==> config.mk <==
export PLATFORM = sky130hd
export DESIGN_NAME = visor_uart_tx_flat
export DESIGN_NICKNAME = d
export VERILOG_FILES = /design/src/rtl/visor_uart_pkg.sv /design/src/rtl/visor_uart_tx_if.sv /design/src/rtl/visor_byte_fifo.sv /design/src/rtl/visor_uart_tx.sv /design/src/flat_wrapper.sv
export SDC_FILE = /design/constraint.sdc
export NUM_CORES = 1
export LEC_CHECK = 0
export ABC_CLOCK_PERIOD_IN_PS = 4000
export CAP_MARGIN = 5
export CORE_ASPECT_RATIO = 0.9
export CORE_MARGIN = 1.5
export CORE_UTILIZATION = 59
export CTS_BUF_LIST = sky130_fd_sc_hd__clkbuf_16
export DETAILED_ROUTE_END_ITERATION = 8
export PLACE_DENSITY = 0.79
export SLEW_MARGIN = 20
export SYNTH_ARGS = -nofsm -noshare
export SYNTH_HDL_FRONTEND = slang
export SYNTH_SLANG_ARGS = --single-unit
==> constraint.sdc <==
create_clock -name sysclk -period 4 [get_ports sysclk]
set_clock_uncertainty 0.2 [all_clocks]
set_input_delay 1.2 -clock sysclk [delete_from_list [all_inputs] [get_ports sysclk]]
set_output_delay 1.2 -clock sysclk [all_outputs]
set_load 0.01 [all_outputs]
==> src/rtl/visor_uart_pkg.sv <==
// Shared types and register map for the visor debug console UART.
package visor_uart_pkg;

  typedef enum logic [1:0] {IDLE, START, DATA, STOP} uart_state_e;

  localparam logic [15:0] UART_DATA_OFS   = 16'd0;
  localparam logic [15:0] UART_CTRL_OFS   = 16'd1;
  localparam int          UART_CTRL_FLUSH = 0;

endpackage

==> src/rtl/visor_uart_tx_if.sv <==
// Write-only Avalon-MM link between the visor master and its console UART.
interface visor_uart_tx_if;

  logic [15:0] av_address;
  logic [15:0] av_writedata;
  logic        av_write;
  logic        av_waitrequest;

  modport master (
    output av_address,
    output av_writedata,
    output av_write,
    input  av_waitrequest
  );

  modport slave (
    input  av_address,
    input  av_writedata,
    input  av_write,
    output av_waitrequest
  );

endinterface

==> src/rtl/visor_byte_fifo.sv <==
// Single-clock byte FIFO; the head entry is visible on dout without a read cycle.
module visor_byte_fifo #(
  parameter int DEPTH = 16
) (
  input  logic                     sysclk,
  input  logic                     sysreset,
  input  logic                     push,
  input  logic                     pop,
  input  logic                     flush,
  input  logic [7:0]               din,
  output logic [7:0]               dout,
  output logic [$clog2(DEPTH):0]   count
);

  localparam int AW = $clog2(DEPTH);
  localparam int CW = AW + 1;
  localparam logic [CW-1:0] FULL = CW'(DEPTH);

  logic [7:0]    mem [DEPTH];
  logic [AW-1:0] wr_ptr;
  logic [AW-1:0] rd_ptr;
  logic          do_push;
  logic          do_pop;

  assign do_push = push && (count != FULL);
  assign do_pop  = pop && (count != '0);
  assign dout    = (count != '0) ? mem[rd_ptr] : 8'h00;

  always_ff @(posedge sysclk) begin
    if (do_push && !flush) begin
      mem[wr_ptr] <= din;
    end
  end

  // Flush wins over everything: a byte popped on the same edge has already left via dout.
  always_ff @(posedge sysclk or posedge sysreset) begin
    if (sysreset) begin
      wr_ptr <= '0;
      rd_ptr <= '0;
      count  <= '0;
    end else if (flush) begin
      wr_ptr <= '0;
      rd_ptr <= '0;
      count  <= '0;
    end else begin
      if (do_push) wr_ptr <= wr_ptr + 1'b1;
      if (do_pop)  rd_ptr <= rd_ptr + 1'b1;
      if (do_push && !do_pop)      count <= count + 1'b1;
      else if (do_pop && !do_push) count <= count - 1'b1;
    end
  end

endmodule

==> src/rtl/visor_uart_tx.sv <==
// Avalon-MM write-only console: buffers firmware bytes and sends them as 8N1 frames on txd.
module visor_uart_tx
  import visor_uart_pkg::*;
#(
  parameter int          CLK_HZ     = 50000000,
  parameter int          BAUD       = 115200,
  parameter int          DIVISOR    = CLK_HZ / BAUD,
  parameter int          FIFO_DEPTH = 16,
  parameter logic [15:0] BASE_ADDR  = 16'h0000
) (
  input  logic                          sysclk,
  input  logic                          sysreset,
  visor_uart_tx_if.slave                av,
  output logic                          txd,
  output logic                          tx_busy,
  output logic [$clog2(FIFO_DEPTH):0]   fifo_count
);

  localparam int CW = $clog2(FIFO_DEPTH) + 1;
  localparam int DW = $clog2(DIVISOR);
  localparam logic [15:0]   DATA_ADDR  = BASE_ADDR + UART_DATA_OFS;
  localparam logic [15:0]   CTRL_ADDR  = BASE_ADDR + UART_CTRL_OFS;
  localparam logic [CW-1:0] FULL_COUNT = CW'(FIFO_DEPTH);
  localparam logic [DW-1:0] RELOAD     = DW'(DIVISOR - 1);

  uart_state_e   state;
  logic [DW-1:0] baud_cnt;
  logic [2:0]    bit_idx;
  logic [7:0]    shift;
  logic [7:0]    fifo_dout;
  logic          hit_data;
  logic          hit_ctrl;
  logic          stall;
  logic          accept;
  logic          push;
  logic          flush;
  logic          pop;
  logic          fifo_nonempty;
  logic          bit_done;
  logic          unused_bits;

  assign hit_data      = (av.av_address == DATA_ADDR);
  assign hit_ctrl      = (av.av_address == CTRL_ADDR);
  assign stall         = av.av_write && hit_data && (fifo_count == FULL_COUNT);
  assign av.av_waitrequest = stall;
  assign accept        = av.av_write && !stall;
  assign push          = accept && hit_data;
  assign flush         = accept && hit_ctrl && av.av_writedata[UART_CTRL_FLUSH];
  assign fifo_nonempty = (fifo_count != '0);
  assign bit_done      = (baud_cnt == '0);
  assign pop           = fifo_nonempty && ((state == IDLE) || (state == STOP && bit_done));
  assign tx_busy       = (state != IDLE) || fifo_nonempty;
  assign unused_bits   = ^av.av_writedata[15:8];

  visor_byte_fifo #(
    .DEPTH (FIFO_DEPTH)
  ) u_fifo (
    .sysclk   (sysclk),
    .sysreset (sysreset),
    .push     (push),
    .pop      (pop),
    .flush    (flush),
    .din      (av.av_writedata[7:0]),
    .dout     (fifo_dout),
    .count    (fifo_count)
  );

  // STOP chains straight into START when more data is waiting, so frames run gap-free.
  always_ff @(posedge sysclk or posedge sysreset) begin
    if (sysreset) begin
      state    <= IDLE;
      baud_cnt <= '0;
      bit_idx  <= '0;
      shift    <= '0;
      txd      <= 1'b1;
    end else begin
      case (state)
        IDLE: begin
          txd <= 1'b1;
          if (fifo_nonempty) begin
            shift    <= fifo_dout;
            state    <= START;
            txd      <= 1'b0;
            baud_cnt <= RELOAD;
          end
        end
        START: begin
          if (bit_done) begin
            state    <= DATA;
            bit_idx  <= '0;
            txd      <= shift[0];
            baud_cnt <= RELOAD;
          end else begin
            baud_cnt <= baud_cnt - 1'b1;
          end
        end
        DATA: begin
          if (bit_done) begin
            baud_cnt <= RELOAD;
            if (bit_idx == 3'd7) begin
              state <= STOP;
              txd   <= 1'b1;
            end else begin
              shift   <= shift >> 1;
              txd     <= shift[1];
              bit_idx <= bit_idx + 1'b1;
            end
          end else begin
            baud_cnt <= baud_cnt - 1'b1;
          end
        end
        STOP: begin
          if (bit_done) begin
            if (fifo_nonempty) begin
              shift    <= fifo_dout;
              state    <= START;
              txd      <= 1'b0;
              baud_cnt <= RELOAD;
            end else begin
              state <= IDLE;
              txd   <= 1'b1;
            end
          end else begin
            baud_cnt <= baud_cnt - 1'b1;
          end
        end
        default: begin
          state <= IDLE;
          txd   <= 1'b1;
        end
      endcase
    end
  end

endmodule

==> src/flat_wrapper.sv <==
// flat-port wrapper written by rule: the top's interface ports become plain ports
module visor_uart_tx_flat import visor_uart_pkg::*;
#(
  parameter int          CLK_HZ     = 50000000,
  parameter int          BAUD       = 115200,
  parameter int          DIVISOR    = CLK_HZ / BAUD,
  parameter int          FIFO_DEPTH = 16,
  parameter logic [15:0] BASE_ADDR  = 16'h0000
)
  (sysclk, sysreset, txd, tx_busy, fifo_count, av_av_address, av_av_writedata, av_av_write, av_av_waitrequest);
  visor_uart_tx_if av_i ();
  input  logic sysclk;
  input  logic sysreset;
  output logic txd;
  output logic tx_busy;
  output logic [$clog2(FIFO_DEPTH):0] fifo_count;
  input wire logic [$bits(av_i.av_address)-1:0] av_av_address;
  input wire logic [$bits(av_i.av_writedata)-1:0] av_av_writedata;
  input wire logic [$bits(av_i.av_write)-1:0] av_av_write;
  output wire logic [$bits(av_i.av_waitrequest)-1:0] av_av_waitrequest;
  assign av_i.av_address = av_av_address;
  assign av_i.av_writedata = av_av_writedata;
  assign av_i.av_write = av_av_write;
  assign av_av_waitrequest = av_i.av_waitrequest;
  visor_uart_tx #(.CLK_HZ(CLK_HZ), .BAUD(BAUD), .DIVISOR(DIVISOR), .FIFO_DEPTH(FIFO_DEPTH), .BASE_ADDR(BASE_ADDR)) u_core (.sysclk(sysclk), .sysreset(sysreset), .av(av_i), .txd(txd), .tx_busy(tx_busy), .fifo_count(fifo_count));
endmodule
==> flow_summary.toml, run 1 <==
[clock_tree]
clock_latency_ns = 0.43
cts_buffers = 17
clockBufferDepth = 2
cts_tree = "done"
clk_pin_slew_ns = 0.06
htree_levels = 4
numClockSinks = 164
cts_root_buffer = "clkbuf_16"
hold_buffers = 0

[global_route]
grt_pass1_wl_um = 23000
grt_start_max_net_pins = 31
grt-ovfl-total = 0
grt_pass1_vias = 4294
grtUsageTotal = 0.245
grt_antenna_before_repair = 0

[placed_design]
place_ws_ns = -0.294
io_buffers = 34
dp_hpwl_um = 9420
place.gp.congestion = 0.829
dp_cells = 679

[power_and_ir_drop]
power_leakage_nw = 3.01
p_int_mw = 2.79
seqPwrFrac = 0.527
power.switching_mw = 0.703
power_density_nw_per_um2 = 407
switching_share = 0.201
clock_power_share = 0.457
ir_worst_vdd_mv = 0.616
combPwrFrac = 0.016

[run_status]
outcome = "completed"

[logic_synthesis]
synth_top_area_share = 0.529
ys.flop_type = "edfxtp_1"
yosysSeqAreaShare = 0.653
ys_top_cells_by_count = "edfxtp_1, dfrtp_1, mux4_2, nor2_1, a21oi_1"
synth-async-reset-ratio = 0.220
synth-edff-count = 128
yosysUniqueCellTypes = 52
synth_most_common_cell = "edfxtp_1"
synth_area_leaders = "edfxtp_1, dfrtp_1, mux4_2"
syn_area_um2 = 7270
synth_top_cell_by_area = "edfxtp_1"
yosysWarnings = 0
synth_cells = 477
syn-num-nets = 531
ys_ff_latch = 164
syn_avg_cell_area_um2 = 15.2

[timing]
worst_hold_slack_ns = 0.315
timing.fmax_ghz = 0.256
finalSetupViolCount = 0
finalSetupTns_ns = 0
maxSlewHeadroom = 0.281
fin_crit_sh = 0.977
fin_crit_ns = 3.91
finalHoldViolations = 0
worst_pin_slew_ns = 1.08
fin_ws_ns = 0.0930
final-max-slew-violation-count = 0

[die]
die-area_um2 = 13000
initial_utilization = 0.604
rows = 38
die_h_um = 108
io_pins = 43
die_w_um = 120
core_area_um2 = 12000

[routing]
drt-initial-drc-count = 413
vias_per_cell = 6.22
firstDrtPassIters = 5
via_count = 4434
drc_errors = 0
antenna_left = 0
drt-total-wl_um = 15000
wl_per_cell_um = 21.0

[final_layout]
n_antenna_cell = 0
nets = 594
area_growth_pct = 18.1
fillers = 738
stdcell_count = 713
layout-drive-gt1-share = 0.206

[worst_setup_path]
arrival_ns = 2.51
path_max_fanout = 3
path_class = "input port to primary output"
crit_required_ns = 2.60
cp-end-kind = "primary output"
worstSetupStartpointType = "input port"

[job]
maxCapViolations = 0

[worst_hold_path]
hp-class = "flop to flop"
[cell type report]
type	instances	area (um^2)	area share
repair buffers	70	618	0.0720
multi-input cells	265	2360	0.274
inverters	22	82.6	0.00962
well taps	160	200	0.0233
clock inverters	15	156	0.0182
clock buffers	17	425	0.0495
flip-flops and latches	164	4750	0.553
[path summary, 6_finish.rpt]
| path | startpoint | cells past startpoint | slack [ns] | end |
|---|---|---|---|---|
| worst max-delay path | av_av_address[9] | 5 | 0.09 | av_av_waitrequest |
| worst min register to register | u_core.shift[0] | 1 | 0.32 | u_core.shift[0] |
| max in group asynchronous | sysreset | 3 | 2.02 | u_core.txd |
| worst max register to register | u_core.baud_cnt[0] | 15 | 0.62 | u_core.u_fifo.count[4] |
| worst min-delay path | u_core.shift[0] | 1 | 0.32 | u_core.shift[0] |
| min in group asynchronous | sysreset | 2 | 0.83 | u_core.u_fifo.count[4] |
[cells in the final DEF (no fill, tap or decap), types with 3 or more instances in the layout]
| cell | netlist | final |
|---|---|---|
| a21o_1 | 3 | 3 |
| a21oi_1 | 27 | 27 |
| a22oi_1 | 15 | 15 |
| a31oi_1 | 4 | 4 |
| and2_1 | 3 | 3 |
| buf_4 | 0 | 35 |
| clkbuf_16 | 0 | 17 |
| clkdlybuf4s50_1 | 0 | 33 |
| dfrtp_1 | 35 | 34 |
| edfxtp_1 | 128 | 128 |
| ha_1 | 18 | 18 |
| inv_1 | 22 | 24 |
| inv_8 | 0 | 3 |
| mux2i_1 | 13 | 13 |
| mux4_2 | 31 | 31 |
| nand2_1 | 21 | 21 |
| nand2b_1 | 3 | 3 |
| nand3_1 | 4 | 4 |
| nand4_1 | 5 | 5 |
| nor2_1 | 28 | 27 |
| nor3_1 | 10 | 9 |
| nor4_1 | 10 | 8 |
| nor4_2 | 1 | 3 |
| nor4b_1 | 8 | 7 |
| o211ai_1 | 3 | 3 |
| o21ai_0 | 17 | 17 |
| o31ai_1 | 3 | 3 |
| xnor2_1 | 7 | 7 |
[state kept, by name, summed over array words and instances (netlist names)]
name and count:
u_core.baud_cnt 9, u_core.bit_idx 3, u_core.shift 8, u_core.u_fifo.rd_ptr 4
u_core.txd 1, u_core.u_fifo.count 5, u_core.state 2, u_core.u_fifo.wr_ptr 4
u_core.u_fifo.mem 128
[worst max-delay path, cell delays in order]
cell and delay, ns:
clkdlybuf4s50_1 0.42, nor4_2 0.28, nand4_1 0.22, nor3_2 0.22
clkbuf_2 0.16
[stage by stage]
stage	total power [mW]	area [um^2]	utilization
after floorplan	1.88	7270	-
after global placement	1.92	7970	0.662
after detailed placement	1.93	7970	0.662
after CTS	3.52	8560	0.711
after global routing	3.58	8590	0.714
final	3.49	8590	0.714
[layer usage]
| metal | up-vias | track usage | wire [um] |
|---|---|---|---|
| li1 | 1991 | - | - |
| met1 | 2231 | 0.327 | 6210 |
| met2 | 187 | 0.386 | 7430 |
| met3 | 25 | 0.0675 | 1070 |
| met4 | 0 | 0.0986 | 291 |
| met5 | - | 0 | 0 |
[cell families after synthesis]
family                   count (synthesis)  synth area share
adder cells (fa/ha/maj)                 19            0.0337
multiplexers                            47             0.119
flip-flops                             164             0.653
buffers and inverters                   48            0.0269
XOR/XNOR                                 8           0.00964
AO/OA/AOI/OAI                           85            0.0757
AND/OR/NAND/NOR                        106            0.0819
[repair_timing]
item | in CTS | in global routing
resized for setup | 3 | 6
buffers inserted | 0 | 2
setup endpoints to repair | 1 | 3
pin swaps | 1 | 3
[power groups by stage]
stage               Combinational [mW]  Sequential [mW]  Clock [mW]
global route                    0.0597             1.84        1.69
finish                          0.0550             1.84        1.60
detailed placement              0.0533             1.87           0
floorplan                      0.00679             1.87           0
global placement                0.0500             1.87           0
CTS                             0.0546             1.84        1.62
(Power assumes the default switching activity.)
==> run 2: changes to the inputs <==
--- a/config.mk
+++ b/config.mk
@@ -5,14 +5,15 @@
 export SDC_FILE = /design/constraint.sdc
 export NUM_CORES = 1
 export LEC_CHECK = 0
+export ABC_AREA = 1
 export ABC_CLOCK_PERIOD_IN_PS = 4000
 export CAP_MARGIN = 5
 export CORE_ASPECT_RATIO = 0.9
 export CORE_MARGIN = 1.5
-export CORE_UTILIZATION = 59
+export CORE_UTILIZATION = 60
 export CTS_BUF_LIST = sky130_fd_sc_hd__clkbuf_16
 export DETAILED_ROUTE_END_ITERATION = 8
-export PLACE_DENSITY = 0.79
+export PLACE_DENSITY = 0.8
 export SLEW_MARGIN = 20
 export SYNTH_ARGS = -nofsm -noshare
 export SYNTH_HDL_FRONTEND = slang
==> run 2 against run 1 <==
  * Maximum frequency rose by 2.5%
  * Final cell count up 41%
  * Clock power rose by 5%
  * Sequential cell count is the same
  * Synthesized cell count up 63%
  * Sequential power hardly changed
  * Hold slack worse by 0.034 ns
  * Global-route usage increased by 4.2 points
  * First-iteration DRC count up 73%
  * Via count is 31% higher
  * Highest routed layer unchanged
==> flow_summary.toml, run 2 <==
[run_status]
outcome = "completed"

[clock_tree]
clk_pin_slew_ns = 0.07
numClockSinks = 164
clock_latency_ns = 0.43
clockBufferDepth = 2
post_cts_buffers = 0
cts_buffers = 17
cts_root_buffer = "clkbuf_16"
htree_levels = 4
cts_resized = 1
hold_buffers = 0
cts_tree = "done"

[routing]
firstDrtPassIters = 5
vias_per_cell = 5.78
drc_errors = 0
wl_per_cell_um = 17.7
antenna_left = 0
drt-initial-drc-count = 714
drt-total-wl_um = 17800
via_count = 5820

[final_layout]
multi_input_area_um2 = 2470
utilization = 0.726
final_common_cell = "nand2_1"
n_antenna_cell = 0
area_growth_pct = 16.2
nets = 888
design_area_um2 = 8870
regArea_um2 = 4750
fillers = 829
layout-drive-gt1-share = 0.104
top_register = "u_core.u_fifo.mem"
largest_reg_flops = 128
final_cell_mix = "nand2_1, edfxtp_1, nor2_1"
reg_top3 = "u_core.u_fifo.mem (128), u_core.baud_cnt (9), u_core.shift (8)"

[logic_synthesis]
synth_area_leaders = "edfxtp_1, dfrtp_1, nand2_1"
synth_most_common_cell = "nand2_1"
yosysUniqueCellTypes = 37
synth_top_cell_by_area = "edfxtp_1"
synth_top_area_share = 0.504
synth_cells = 776
synth-edff-count = 128
ys_top_cells_by_count = "nand2_1, edfxtp_1, nor2_1, nand3_1, inv_1"
ys_ff_latch = 164
syn_area_um2 = 7630
syn_avg_cell_area_um2 = 9.83
syn-num-nets = 830
yosysSeqAreaShare = 0.622
ys.flop_type = "edfxtp_1"
synth-async-reset-ratio = 0.220
yosysWarnings = 0

[global_route]
grt-ovfl-total = 0
grtUsageTotal = 0.287
grt_pass1_vias = 5607
grt_antenna_before_repair = 0
grt_pass1_wl_um = 28500
grt_start_max_net_pins = 74

[worst_setup_path]
path_max_fanout = 2
arrival_ns = 2.41
cp-end-kind = "primary output"
crit_required_ns = 2.60
critical_path.slowest_cell = "clkdlybuf4s50_1"
worstSetupStartpointType = "input port"
max_stage_delay_ns = 0.40
cpMostUsedCell = "nor2_1"
path_class = "input port to primary output"
cp_top_family = "simple AND/OR/NAND/NOR gates"
timing.critical_path.buf_inv = 2
cp_cell_sequence = "clkdlybuf4s50_1 -> nor2_1 -> nand3_1 -> nor2_1 -> nand2_1 -> nor3_1 -> clkbuf_2"

[timing]
final-max-slew-violation-count = 0
fin_ws_ns = 0.187
rsz0062_at_grt = "false"
worst_pin_slew_ns = 1.01
timing.fmax_ghz = 0.262
fin_crit_sh = 0.953
finalSetupViolCount = 0
maxSlewHeadroom = 0.326
fin_crit_ns = 3.81
finalHoldViolations = 0

[die]
io_pins = 43
initial_utilization = 0.625
core_area_um2 = 12200
die_w_um = 122
die_h_um = 110
die-area_um2 = 13400
rows = 38

[placed_design]
dp_hpwl_um = 11400
place.gp.congestion = 0.861
place_ws_ns = -0.207
io_buffers = 34
dpl-instance-area_um2 = 8260

[power_and_ir_drop]
power_leakage_nw = 3.59
ir_worst_vdd_mv = 0.482
power_density_nw_per_um2 = 405

[worst_hold_path]
hp-class = "flop to flop"

[job]
maxCapViolations = 0
-- run 2: cell count changes after synthesis, sizes merged, moves of 12 or more --
cell    before  now
clkbuf      18    6
a22oi       15    1
nand2       22  188
inv         22   72
nand3        4   70
nor2        28  109
mux4        31    0
o21ai       17   50
mux2i       13    0
nor4        12    0
-- run 2: final cells by class --
type	count	area share
multi-input cells	513	0.278
inverters	74	0.0313
well taps	160	0.0226
clock inverters	15	0.0214
repair buffers	64	0.0632
flip-flops and latches	164	0.535
clock buffers	17	0.0480
-- run 2: cell families after synthesis --
kind of cell	synth area share
buf+inv	0.0546
simple gates	0.217
xor+xnor	0.00574
flops	0.622
compound gates	0.0682
fa+ha+maj	0.0321
-- run 2: metal layers --
metal  global-route usage  share of wire  vias up
li1                     -              -     2732
met1                0.372           0.39     2814
met2                0.488           0.51      247
met3               0.0535          0.075       27
met4                0.104          0.018        0
met5                    0              0        -
-- run 2: worst paths after layout --
kind                                               end  depth (start not counted)               start  slack (ns)
min in group asynchronous       u_core.u_fifo.count[1]                          2            sysreset        0.91
max in group asynchronous                   u_core.txd                          3            sysreset        1.94
worst min register to register         u_core.shift[2]                          2     u_core.shift[2]        0.28
worst max register to register  u_core.u_fifo.count[4]                         18  u_core.baud_cnt[0]        0.99
worst max-delay path                 av_av_waitrequest                          7   av_av_address[12]        0.19
worst min-delay path                   u_core.shift[2]                          2     u_core.shift[2]        0.28
-- run 2: tightest hold or removal path: cells and delay by family (launching register included) --
family,cells,cell delay (ns)
AND/OR/NAND/NOR,2,0.11
flip-flops,1,0.34
-- run 2: through the flow --
step | TNS (ns) | hold slack (ns) | cells | total power [mW]
floorplan | 0 | 0.241 | 776 | 1.89
global placement | -0.194 | 0.255 | 975 | 1.94
detailed placement | -0.306 | 0.267 | 975 | 1.94
CTS | 0 | 0.286 | 1007 | 3.60
global route | 0 | 0.302 | 1007 | 3.68
finish | 0 | 0.281 | 1007 | 3.59
-- run 2: power by group --
part	total (mW)	internal, mW	switching, mW
clock network	1.68	0.951	0.733
logic	0.0676	0.0291	0.0386
registers	1.84	1.84	0.0000820
